===== src/rtl/sample_storage.sv =====
// Audio delay line. Each accepted sample goes into a per-channel ring buffer in
// SDRAM, and the sample written DELAY samples earlier on that channel is read back
// and presented on a valid/ready output.
// Ports:
//   clk50/rst             : clock and async active-low reset
//   idata/ivalid/iready   : sample input; iready is a one-cycle accept pulse
//   odata/ovalid/oready   : delayed sample output, held until oready
//   write/waddr/wdata     : SDRAM write request
//   read/raddr            : SDRAM read request
//   rdata/read_ready/busy : SDRAM responses
//   channel               : 0 = left, 1 = right; sampled on accept
//   lrclk                 : asynchronous codec LR clock; each edge re-arms capture
//   state                 : current FSM state code, for debug
module sample_storage #(
  parameter int BUF_DEPTH = 48000,
  parameter int DELAY     = 24000
) (
  input  logic        clk50,
  input  logic        rst,
  input  logic [15:0] idata,
  input  logic        ivalid,
  output logic        iready,
  output logic [15:0] odata,
  output logic        ovalid,
  input  logic        oready,
  output logic        write,
  output logic [24:0] waddr,
  output logic [15:0] wdata,
  output logic        read,
  output logic [24:0] raddr,
  input  logic [15:0] rdata,
  input  logic        read_ready,
  input  logic        busy,
  input  logic        channel,
  input  logic        lrclk,
  output logic [4:0]  state
);

  localparam logic [23:0] DEPTH_W  = 24'(BUF_DEPTH);
  localparam logic [23:0] DELAY_W  = 24'(DELAY);
  localparam logic [23:0] LAST_IDX = 24'(BUF_DEPTH - 1);

  typedef enum logic [4:0] {
    IDLE    = 5'd0,
    CAPTURE = 5'd1,
    WR_REQ  = 5'd2,
    WR_WAIT = 5'd3,
    RD_REQ  = 5'd4,
    RD_WAIT = 5'd5,
    OUT     = 5'd6
  } state_t;

  state_t      cur_state;
  state_t      nxt_state;
  logic [2:0]  lr_sync;
  logic        lr_edge;
  logic        armed;
  logic        accept;
  logic        ch_q;
  logic [23:0] wptr [2];
  logic [23:0] cur_ptr;
  logic [23:0] rd_idx;

  assign state  = cur_state;
  assign write  = (cur_state == WR_REQ);
  assign ovalid = (cur_state == OUT);

  // Two flops synchronize lrclk; the third holds the previous value for edge detection.
  assign lr_edge = lr_sync[2] ^ lr_sync[1];
  assign accept  = (cur_state == IDLE) && ivalid && armed;

  // Read index trails the write index by DELAY, modulo the ring depth.
  always_comb begin
    cur_ptr = wptr[channel];
    rd_idx  = (cur_ptr >= DELAY_W) ? (cur_ptr - DELAY_W) : (cur_ptr + DEPTH_W - DELAY_W);
  end

  always_ff @(posedge clk50 or negedge rst) begin
    if (!rst) begin
      cur_state <= IDLE;
    end else begin
      cur_state <= nxt_state;
    end
  end

  always_comb begin
    nxt_state = cur_state;
    case (cur_state)
      IDLE:    if (accept) nxt_state = CAPTURE;
      CAPTURE: nxt_state = WR_REQ;
      WR_REQ:  if (busy) nxt_state = WR_WAIT;
      WR_WAIT: if (!busy) nxt_state = RD_REQ;
      RD_REQ:  if (busy) nxt_state = RD_WAIT;
      // read drops once data is captured; leave only when the controller is idle too.
      RD_WAIT: if (!read && !busy) nxt_state = OUT;
      OUT:     if (oready) nxt_state = IDLE;
      default: nxt_state = IDLE;
    endcase
  end

  always_ff @(posedge clk50 or negedge rst) begin
    if (!rst) begin
      lr_sync <= 3'b000;
      armed   <= 1'b1;
    end else begin
      lr_sync <= {lr_sync[1:0], lrclk};
      // A new half-period wins over a same-cycle capture so it is not lost.
      if (lr_edge) begin
        armed <= 1'b1;
      end else if (accept) begin
        armed <= 1'b0;
      end
    end
  end

  always_ff @(posedge clk50 or negedge rst) begin
    if (!rst) begin
      iready  <= 1'b0;
      wdata   <= 16'd0;
      waddr   <= 25'd0;
      raddr   <= 25'd0;
      odata   <= 16'd0;
      read    <= 1'b0;
      ch_q    <= 1'b0;
      wptr[0] <= 24'd0;
      wptr[1] <= 24'd0;
    end else begin
      iready <= accept;
      if (accept) begin
        wdata <= idata;
        ch_q  <= channel;
        waddr <= {channel, cur_ptr};
        raddr <= {channel, rd_idx};
      end
      if ((cur_state == WR_WAIT) && !busy) begin
        wptr[ch_q] <= (wptr[ch_q] == LAST_IDX) ? 24'd0 : (wptr[ch_q] + 24'd1);
        read       <= 1'b1;
      end
      // Only the first read_ready of a transaction is taken.
      if ((cur_state == RD_WAIT) && read && read_ready) begin
        odata <= rdata;
        read  <= 1'b0;
      end
    end
  end

endmodule


===== config.mk =====
export PLATFORM = sky130hd
export DESIGN_NAME = sample_storage
export DESIGN_NICKNAME = d
export VERILOG_FILES = /design/src/rtl/sample_storage.sv
export SDC_FILE = /design/constraint.sdc
export NUM_CORES = 1
export LEC_CHECK = 0
export ABC_CLOCK_PERIOD_IN_PS = 4200
export CORE_ASPECT_RATIO = 1.5
export CORE_MARGIN = 5
export CORE_UTILIZATION = 45
export DETAILED_ROUTE_END_ITERATION = 8
export GPL_TIMING_DRIVEN = 0
export PLACE_DENSITY = 0.76
export SYNTH_ARGS = -nofsm -noshare
export SYNTH_HDL_FRONTEND = slang
export SYNTH_SLANG_ARGS = --single-unit

===== constraint.sdc =====
create_clock -name clk50 -period 4.2 [get_ports clk50]
set_input_delay 0.42 -clock clk50 [delete_from_list [all_inputs] [get_ports clk50]]
set_output_delay 0.42 -clock clk50 [all_outputs]
set_load 0.02 [all_outputs]

# Word-level counts from Yosys, hierarchy flattened
# Cells that the tools add are included.
[totals]
latch_bits = 0
inputBits = 40
memories = 0
romBits = 0
regBits = 142
ramBits = 0
[op_classes]
addsub = 4
order_cmp = 4
multipliers = 0
muxes = 22
n_eq_ne = 13
n_bitwise = 3
shift = 0
reduce_logical = 13
n_div = 0
[ops]
columns = ["operator", "count"]
rows = [
  ["24-bit 2-to-1 mux", 9],
  ["48-bit bitwise mux", 1],
  ["24-bit by 15-bit subtractor with 24-bit output, second input constant", 2],
  ["5-bit case mux with 7 select lines", 1],
  ["5-bit 2-to-1 mux", 6],
  ["24-bit by 1-bit adder with 24-bit output, second input constant", 1],
  ["24-bit by 16-bit adder with 24-bit output, second input constant", 1],
  ["24-bit demux with 1-bit select", 1],
  ["24-bit by 16-bit equality test with 1-bit output, second input constant", 1],
  ["24-bit by 15-bit >= comparator with 1-bit output, second input constant", 1],
  ["5-bit by 3-bit equality test with 1-bit output, second input constant", 3],
  ["5-bit by 2-bit equality test with 1-bit output, second input constant", 2],
  ["2-bit != test, second input constant", 4],
  ["1-bit logical AND", 7],
  ["6-bit AND reduction", 1],
  ["5-bit by 1-bit equality test with 1-bit output, second input constant", 1],
  ["5-bit logical NOT", 1],
  ["2-bit >= comparator, second input constant", 2],
  ["1-bit 2-to-1 mux", 4],
  ["2-bit by 1-bit != test with 1-bit output, second input constant", 2],
  ["1-bit NOT with 2-bit output", 2],
  ["2-bit nonzero test", 2],
  ["1-bit logical NOT", 2],
  ["2-bit by 1-bit less-than comparator with 1-bit output, second input constant", 1],
  ["1-bit bitwise XOR", 1],
]

# Depth between registers and ports, before layout
# Gate-level depths: netlist (run 1).
[depth]
word_depth = 7
mapped_depth = 15
mapped_depth_nobuf = 10

# Worst setup path after synthesis (run 1)
# No wires, ideal clock.
[synth_timing]
path_kind = "input port to flip-flop"
from = "input channel"
to = "register raddr[12]"
slack_ns = 0.364
arrival_time_ns = 3.704
path_buffers = 6
cell_stages = 15
setup_time_ns = 0.132
cell_sequence = "buf_6 -> buf_8 -> buf_2 -> buf_2 -> buf_2 -> buf_2 -> mux2i_1 -> inv_2 -> ha_1 -> a21oi_1 -> a221oi_2 -> a2111oi_4 -> mux2i_1 -> xor2_1 -> o21ai_1"
[synth_between]
elab_chain_cells = 7
word_cells_on_any_way = 9
[synth_lines]
columns = ["element", "line", "source"]
rows = [
  ["start, declared", "34", "input logic channel,"],
  ["1-bit NOT with 2-bit output (not written as such) (*)", "74", "cur_ptr = wptr[channel];"],
  ["24-bit 2-to-1 mux (not written as such) (*) (3 in series)", "74", ""],
  ["named net cur_ptr[6]", "61", "logic [23:0] cur_ptr;"],
  ["24-bit by 16-bit adder with 24-bit output", "75", "rd_idx = (cur_ptr >= DELAY_W) ? (cur_ptr - DELAY_W) : (cur_ptr + DEPTH_W - DELAY_W);"],
  ["24-bit by 15-bit subtractor with 24-bit output", "75", ""],
  ["24-bit 2-to-1 mux (*)", "75", ""],
  ["end signal, assigned", "133", "raddr <= {channel, rd_idx};"],
  ["end, declared", "30", "output logic [24:0] raddr,"],
]
# Mark *: on every way through the listed nets, which the timed path passes. The rest lies on a longest branch. The select of a mux whose other input is x is not followed.
# A chain may end at the register's enable or synchronous reset.

==> run_results.csv, run 1 <==
group,metric,value,unit
layout,filler_cell_count,1287,
layout,layout-drive-gt1-share,11.4,%
yosys,synth_edf_count,0,
floorplan,io_pins,131,
run,timing.max_cap.violations,0,
setup_path,worstSetupStartpointType,"register",
timing,fin_crit,3.96,ns
floorplan,fp.dieArea,18100,µm²
clocking,clock_tree.htree_level_count,4,
grt,grt_start_max_net_pins,85,
clocking,number_of_buffers_created_by_cts,17,
outcome,status,"finished clean",
yosys,ys_seq_area_share,47.4,%
drt,drc,0,
place,port_buffers,127,
clocking,cts_tree,"yes",
floorplan,core,15100,µm²
grt,first_pass_grt_wire_length,31900,µm
power,total_switching_power,1.88,mW
layout,register_area,3300,µm²
yosys,yosys_register_bits,132,
layout,flow.area_growth_from_synthesis,31.2,%
power,power_density,566,nW/µm²
setup_path,timing_worst_setup_path_type,"register to register",
floorplan,dieHeight,162,µm
power,power_frac_comb,37.2,%
setup_path,worst-path-max-fanout,19,
timing,report.final.setup_viol,0,
drt,detail_routed_net_length_per_standard_cell,17.9,µm
grt,first_global_vias,6226,
clocking,worst_skew_pair.late_latency,0.43,ns
floorplan,die_width,112,µm
place,detailedPlacementHpwl,14100,µm
power,cell_internal_pwr,3.30,mW
yosys,synth_warnings,0,
timing,layout_setup_ws,0.237,ns
timing,slew_headroom,16.6,%
timing,fin_crit_sh,94.4,%
drt,detail_route.iter0.violations,579,
setup_path,critPathArrivalTime,4.25,ns
hold_path,worstHoldPathType,"register to register",
layout,num-nets-final,918,
drt,wirelength,19500,µm
power,power.share.sequential,34.2,%
grt,globalRoute.totalOverflow,0,
layout,final_core_utilization,60.3,%
yosys,post_synth_inst_count,726,
yosys,synth-main-ff-cell,"sky130_fd_sc_hd__dfrtp_1",
grt,global_route_total_usage_across_every_layer,21.9,%
timing,worst_clock_skew,0.0190,ns
timing,rsz0062_at_grt,"false",
power,leakage,3.93,nW
setup_path,worstPathRequired,4.48,ns
drt,post_drt_via_cell_ratio,5.71,
power,clkPwrFrac,28.7,%
timing,timing_hold_violations_final,0,
drt,dr_total_vias,6208,
power,p_sw_share,36.3,%
place,worst_slack_at_placement,-0.360,ns
layout,antenna_cells,0,
drt,ant_nets_after_route,0,
yosys,syn-mean-instance-area,9.59,µm²
clocking,clockRootBuffer,"sky130_fd_sc_hd__clkbuf_16",
clocking,cts.path.max_buffers,2,
power,max-vdd-ir-drop,0.000363,V
place,postPlaceCellArea,8520,µm²
yosys,syn_area,6960,µm²
drt,drt_pass1_iterations,5,
floorplan,initial_core_util,46.0,%
clocking,clkTransAtPathRegs,0.06,ns
timing,tightest_slew,1.24,ns
timing,fin_tns_setup,0,ns
setup_path,setup.worst_path.end_class,"register",
layout,final_design_area_no_fill,9140,µm²
timing,finalMaxSlewViolations,0,
power,p_total,5.17,mW
grt,grt_antenna_before_repair,0,
layout,area_used_by_multi_input_combinational_logic,3350,µm²
timing,peak_freq,252,MHz
clocking,numClockSinks,132,
place,gp_routability_congestion,0.937,
yosys,yosysUniqueCellTypes,70,
yosys,synthArstFlopShare,100,%
floorplan,placement_rows,55,
cell type report:
type | count | share of cell area (%)
clock buffers | 17 | 4.66
flip-flops and latches | 132 | 36.2
multi-input cells | 528 | 36.7
repair buffers | 130 | 14.6
inverters | 9 | 0.370
clock inverters | 15 | 1.75
well taps | 199 | 2.73
plain buffers | 57 | 3.11
per-layer routing:
layer / share of wire, % / GRT usage (%)
met5: 0 / 0
met4: 3.4 / 10.3
met1: 38 / 24.6
met3: 6.9 / 5.58
met2: 52 / 38.7
through the flow:
| step | std cells | hold slack, ns |
|---|---|---|
| 2_1_floorplan | 727 | 0.124 |
| 3_3_place_gp | 1053 | 0.332 |
| 3_5_place_dp | 1054 | 0.344 |
| 4_1_cts | 1087 | 0.358 |
| 5_1_grt | 1087 | 0.358 |
| 6_report | 1087 | 0.352 |
synthesized netlist by cell type, types with 7 or more instances:
cell type	count	area (µm²)
sky130_fd_sc_hd__nand4_1	8	50.1
sky130_fd_sc_hd__buf_2	7	35.0
sky130_fd_sc_hd__and2_1	8	50.1
sky130_fd_sc_hd__xnor2_1	25	219
sky130_fd_sc_hd__buf_4	11	82.6
sky130_fd_sc_hd__mux2_2	23	259
sky130_fd_sc_hd__o21ai_0	31	155
sky130_fd_sc_hd__a21oi_1	37	185
sky130_fd_sc_hd__dfrtp_1	131	3280
sky130_fd_sc_hd__o21ai_1	21	105
sky130_fd_sc_hd__mux2i_1	24	240
sky130_fd_sc_hd__nor2_1	25	93.8
sky130_fd_sc_hd__nand3_1	19	95.1
sky130_fd_sc_hd__inv_1	8	30.0
sky130_fd_sc_hd__a31oi_1	45	282
sky130_fd_sc_hd__nor3_1	10	50.1
sky130_fd_sc_hd__nand2_1	134	503
sky130_fd_sc_hd__and3_1	10	62.6
sky130_fd_sc_hd__clkbuf_1	36	135
sky130_fd_sc_hd__a21o_1	8	60.1
sky130_fd_sc_hd__xor2_1	10	87.6
sky130_fd_sc_hd__nand3b_1	10	75.1
power groups by stage:
stage | Sequential [mW] | Clock, mW | Combinational, mW
finish | 1.77 | 1.48 | 1.92
CTS | 1.77 | 1.51 | 1.95
floorplan | 2.09 | 0 | 0.732
detailed placement | 1.79 | 0 | 1.93
global placement | 1.78 | 0 | 1.90
global route | 1.81 | 1.56 | 2.08
cells in the final DEF, fill, tap and decap left out, drive strengths merged, types with 19 or more instances in the layout:
master / n
nand3: 19
mux2: 24
clkdlybuf4s50: 126
a21oi: 37
buf: 25
o21ai: 53
inv: 19
a31oi: 45
xnor2: 25
dfrtp: 131
nor2: 26
mux2i: 30
nand2: 134
clkbuf: 52
cell families (layout without fill, tap and decap cells):
group                      after synthesis  in the layout  synth area share, %
buffers and inverters                   67            228                 4.60
and+or+nand+nor                        255            255                 17.9
xor gates and xnor gates                35             35                 4.40
DFF                                    132            132                 47.4
AOI/OAI and AO/OA                      179            179                 16.3
adders and majority gates                3              3                0.539
other                                    1              2               0.0538
muxes                                   54             54                 8.77
path summary, 6_finish.rpt:
kind,end,from,slack [ns],depth (start not counted)
worst max register to register,wptr[39]$_DFFE_PN0P_,waddr[24]$_DFFE_PN0P_,0.24,12
worst min-delay path,lr_sync[1]$_DFF_PN0_,lr_sync[0]$_DFF_PN0_,0.35,0
worst min register to register,lr_sync[1]$_DFF_PN0_,lr_sync[0]$_DFF_PN0_,0.35,0
worst max-delay path,wptr[39]$_DFFE_PN0P_,waddr[24]$_DFFE_PN0P_,0.24,12
min in group asynchronous,waddr[3]$_DFFE_PN0P_,rst,0.51,2
max in group asynchronous,wptr[38]$_DFFE_PN0P_,rst,2.92,3
state kept, by name (all words and copies together), names as in the netlist:
register / cells
odata: 16
read: 1
lr_sync: 3
iready: 1
wptr: 48
armed: 1
waddr: 25
wdata: 16
raddr: 18
state: 3
what timing repair did:
| item | in CTS | in global routing |
|---|---|---|
| endpoints found under the hold margin | 47 | 0 |
| buffers inserted | 0 | 1 |
| hold buffers | 1 | 0 |
| pin swaps | 0 | 1 |
| setup endpoints to repair | 40 | 48 |
| gates resized for setup | 2 | 1 |
worst max-delay path, cell delays in order, from the launching register on:
cell and delay (ns):
sky130_fd_sc_hd__dfrtp_1 0.42, sky130_fd_sc_hd__clkbuf_1 0.39, sky130_fd_sc_hd__buf_2 0.44, sky130_fd_sc_hd__buf_2 0.33, sky130_fd_sc_hd__mux2_2 0.20, sky130_fd_sc_hd__ha_1 0.18
sky130_fd_sc_hd__inv_1 0.08, sky130_fd_sc_hd__a221oi_2 0.46, sky130_fd_sc_hd__o211a_1 0.33, sky130_fd_sc_hd__nand2_1 0.20, sky130_fd_sc_hd__clkbuf_1 0.37, sky130_fd_sc_hd__a31oi_1 0.33
sky130_fd_sc_hd__a21oi_1 0.09
No activity file was read; power rests on OpenSTA's default activity.
==> inputs of run 2 (changes only) <==
--- a/config.mk
+++ b/config.mk
@@ -7,7 +7,7 @@
 export LEC_CHECK = 0
 export ABC_CLOCK_PERIOD_IN_PS = 4200
 export CORE_ASPECT_RATIO = 1.5
-export CORE_MARGIN = 5
+export CORE_MARGIN = 4
 export CORE_UTILIZATION = 45
 export DETAILED_ROUTE_END_ITERATION = 8
 export GPL_TIMING_DRIVEN = 0
==> run 2 against run 1 <==
Effect of this change: register-to-register slack gained 0.05 ns; sequential share of layout area grew 0.099 points; wire length shrank 2.4%; critical endpoint is now raddr[13]$_DFFE_PN0P_; sequential power is essentially flat; non-clock buffer count is the same; clock power shrank 4%; clock skew shrank 0.0063 ns; utilization shrank 0.17 points; via count is essentially flat; design area shrank 0.27%; die area shrank 3.0%.
==> run_results.csv, run 2 (synthesis results as in run 1) <==
group,metric,value,unit
outcome,status,"finished clean",
setup_path,worstSetupStartpointType,"input pin",
grt,first_global_vias,6074,
power,p_total,5.11,mW
power,cell_internal_pwr,3.23,mW
layout,num-nets-final,918,
place,detailedPlacementHpwl,13800,µm
place,postPlaceCellArea,8520,µm²
hold_path,worstHoldPathType,"register to register",
timing,report.final.setup_viol,0,
layout,biggestRegsByFlops,"wptr (48), waddr (25), raddr (18)",
grt,global_route_total_usage_across_every_layer,21.8,%
layout,layout-drive-gt1-share,11.5,%
floorplan,placement_rows,55,
layout,antenna_cells,0,
layout,final_design_area_no_fill,9110,µm²
setup_path,worst-path-max-fanout,10,
timing,slew_headroom,23.7,%
layout,flow.area_growth_from_synthesis,30.8,%
setup_path,critPathArrivalTime,4.21,ns
run,timing.max_cap.violations,0,
floorplan,fp.dieArea,17600,µm²
power,power_density,560,nW/µm²
clocking,clock_tree.htree_level_count,4,
clocking,clkTransAtPathRegs,0.06,ns
timing,rsz0062_at_grt,"false",
timing,fin_tns_setup,0,ns
power,total_switching_power,1.87,mW
layout,mostFrequentLayoutCell,"sky130_fd_sc_hd__nand2_1",
timing,worst_clock_skew,0.0126,ns
place,port_buffers,127,
layout,largest_register_ff_count,48,
clocking,cts_tree,"yes",
floorplan,die_width,110,µm
clocking,cts.path.max_buffers,2,
timing,fin_crit_sh,93.5,%
setup_path,worstPathRequired,4.49,ns
power,power_frac_comb,37.2,%
drt,wirelength,19000,µm
drt,detail_route.iter0.violations,599,
power,leakage,3.92,nW
grt,first_pass_grt_wire_length,30200,µm
grt,grt_antenna_before_repair,0,
clocking,numClockSinks,132,
floorplan,core,15100,µm²
layout,max_flop_register,"wptr",
place,gp_routability_congestion,0.945,
clocking,worst_skew_pair.late_latency,0.43,ns
drt,dr_total_vias,6214,
grt,globalRoute.totalOverflow,0,
timing,peak_freq,255,MHz
power,p_sw_share,36.7,%
grt,grt_start_max_net_pins,91,
timing,timing_hold_violations_final,0,
drt,drc,0,
timing,tightest_slew,1.13,ns
timing,finalMaxSlewViolations,0,
power,clkPwrFrac,27.9,%
setup_path,timing_worst_setup_path_type,"input pin to register",
clocking,clockRootBuffer,"sky130_fd_sc_hd__clkbuf_16",
power,power.share.sequential,34.9,%
setup_path,setup.worst_path.end_class,"register",
drt,detail_routed_net_length_per_standard_cell,17.5,µm
floorplan,io_pins,131,
drt,ant_nets_after_route,0,
power,max-vdd-ir-drop,0.000364,V
drt,post_drt_via_cell_ratio,5.72,
floorplan,dieHeight,160,µm
drt,drt_pass1_iterations,7,
timing,fin_crit,3.93,ns
layout,layout_common_cells,"sky130_fd_sc_hd__nand2_1, sky130_fd_sc_hd__dfrtp_1, sky130_fd_sc_hd__clkdlybuf4s50_1, sky130_fd_sc_hd__a31oi_1, sky130_fd_sc_hd__a21oi_1",
floorplan,initial_core_util,46.0,%
clocking,number_of_buffers_created_by_cts,17,
-- run 2: timing repair --
action                                  in CTS  in global routing
cloned                                       0                  0
resized for setup                            2                  2
setup buffers                                0                  1
hold endpoints to repair                    41                  0
endpoints found under the setup margin      40                 48
hold buffers                                 1                  0
pin swaps                                    0                  1
-- run 2: power by group through the flow --
stage | sequential [mW] | clock [mW] | combinational [mW]
floorplan | 2.09 | 0 | 0.732
global placement | 1.78 | 0 | 1.89
detailed placement | 1.79 | 0 | 1.92
CTS | 1.77 | 1.44 | 1.93
global route | 1.82 | 1.50 | 2.05
finish | 1.78 | 1.42 | 1.90
-- run 2: worst max-delay path, cell delays in order --
cell                        delay, ns
sky130_fd_sc_hd__buf_6           0.12
sky130_fd_sc_hd__buf_8           0.17
sky130_fd_sc_hd__buf_2           0.25
sky130_fd_sc_hd__buf_2           0.27
sky130_fd_sc_hd__buf_2           0.29
sky130_fd_sc_hd__buf_2           0.39
sky130_fd_sc_hd__mux2i_1         0.41
sky130_fd_sc_hd__inv_2           0.07
sky130_fd_sc_hd__ha_1            0.25
sky130_fd_sc_hd__a21oi_1         0.31
sky130_fd_sc_hd__a221oi_2        0.18
sky130_fd_sc_hd__a2111oi_4       0.42
sky130_fd_sc_hd__buf_12          0.18
sky130_fd_sc_hd__mux2i_1         0.22
sky130_fd_sc_hd__xor2_1          0.17
sky130_fd_sc_hd__o21ai_1         0.07
-- run 2: worst paths after layout --
path | start | endpoint | slack, ns | cells after the start
max | channel | raddr[13]$_DFFE_PN0P_ | 0.27 | 16
min | lr_sync[0]$_DFF_PN0_ | lr_sync[1]$_DFF_PN0_ | 0.35 | 0
max reg2reg | waddr[24]$_DFFE_PN0P_ | wptr[39]$_DFFE_PN0P_ | 0.29 | 12
min reg2reg | lr_sync[0]$_DFF_PN0_ | lr_sync[1]$_DFF_PN0_ | 0.35 | 0
max in group asynchronous | rst | wptr[16]$_DFFE_PN0P_ | 2.94 | 3
min in group asynchronous | rst | waddr[3]$_DFFE_PN0P_ | 0.48 | 2
-- run 2: metal layers --
metal,wire [µm],global-route usage [%]
met1,7200,24.5
met2,9750,37.5
met3,1330,5.23
met4,732,11.3
met5,0,0
-- run 2: layout make-up --
class                   count  area, µm²
repair buffers            130       1330
plain buffers              57        285
clock buffers              17        425
fillers                  1298       6030
inverters                   9       33.8
well taps                 199        249
flip-flops and latches    132       3300
clock inverters            15        134
multi-input cells         528       3350
-- run 2: through the flow --
| stage | util [%] | hold WS [ns] | std cells | setup slack, ns |
|---|---|---|---|---|
| global placement | 56.1 | 0.332 | 1053 | -2.49 |
| floorplan | - | 0.124 | 727 | 0.364 |
| global route | 60.2 | 0.360 | 1087 | 0.0226 |
| finish | 60.2 | 0.348 | 1087 | 0.275 |
| CTS | 60.1 | 0.350 | 1087 | 0.0219 |
| detailed placement | 56.3 | 0.336 | 1054 | -0.385 |
==> inputs of run 3 (changes only) <==
--- a/config.mk
+++ b/config.mk
@@ -9,6 +9,7 @@
 export CORE_ASPECT_RATIO = 1.5
 export CORE_MARGIN = 4
 export CORE_UTILIZATION = 45
+export CTS_CLUSTER_DIAMETER = 200
 export DETAILED_ROUTE_END_ITERATION = 8
 export GPL_TIMING_DRIVEN = 0
 export PLACE_DENSITY = 0.76
==> results of run 3 <==
The final DEF is identical to that of run 2; final timing and power are the same.
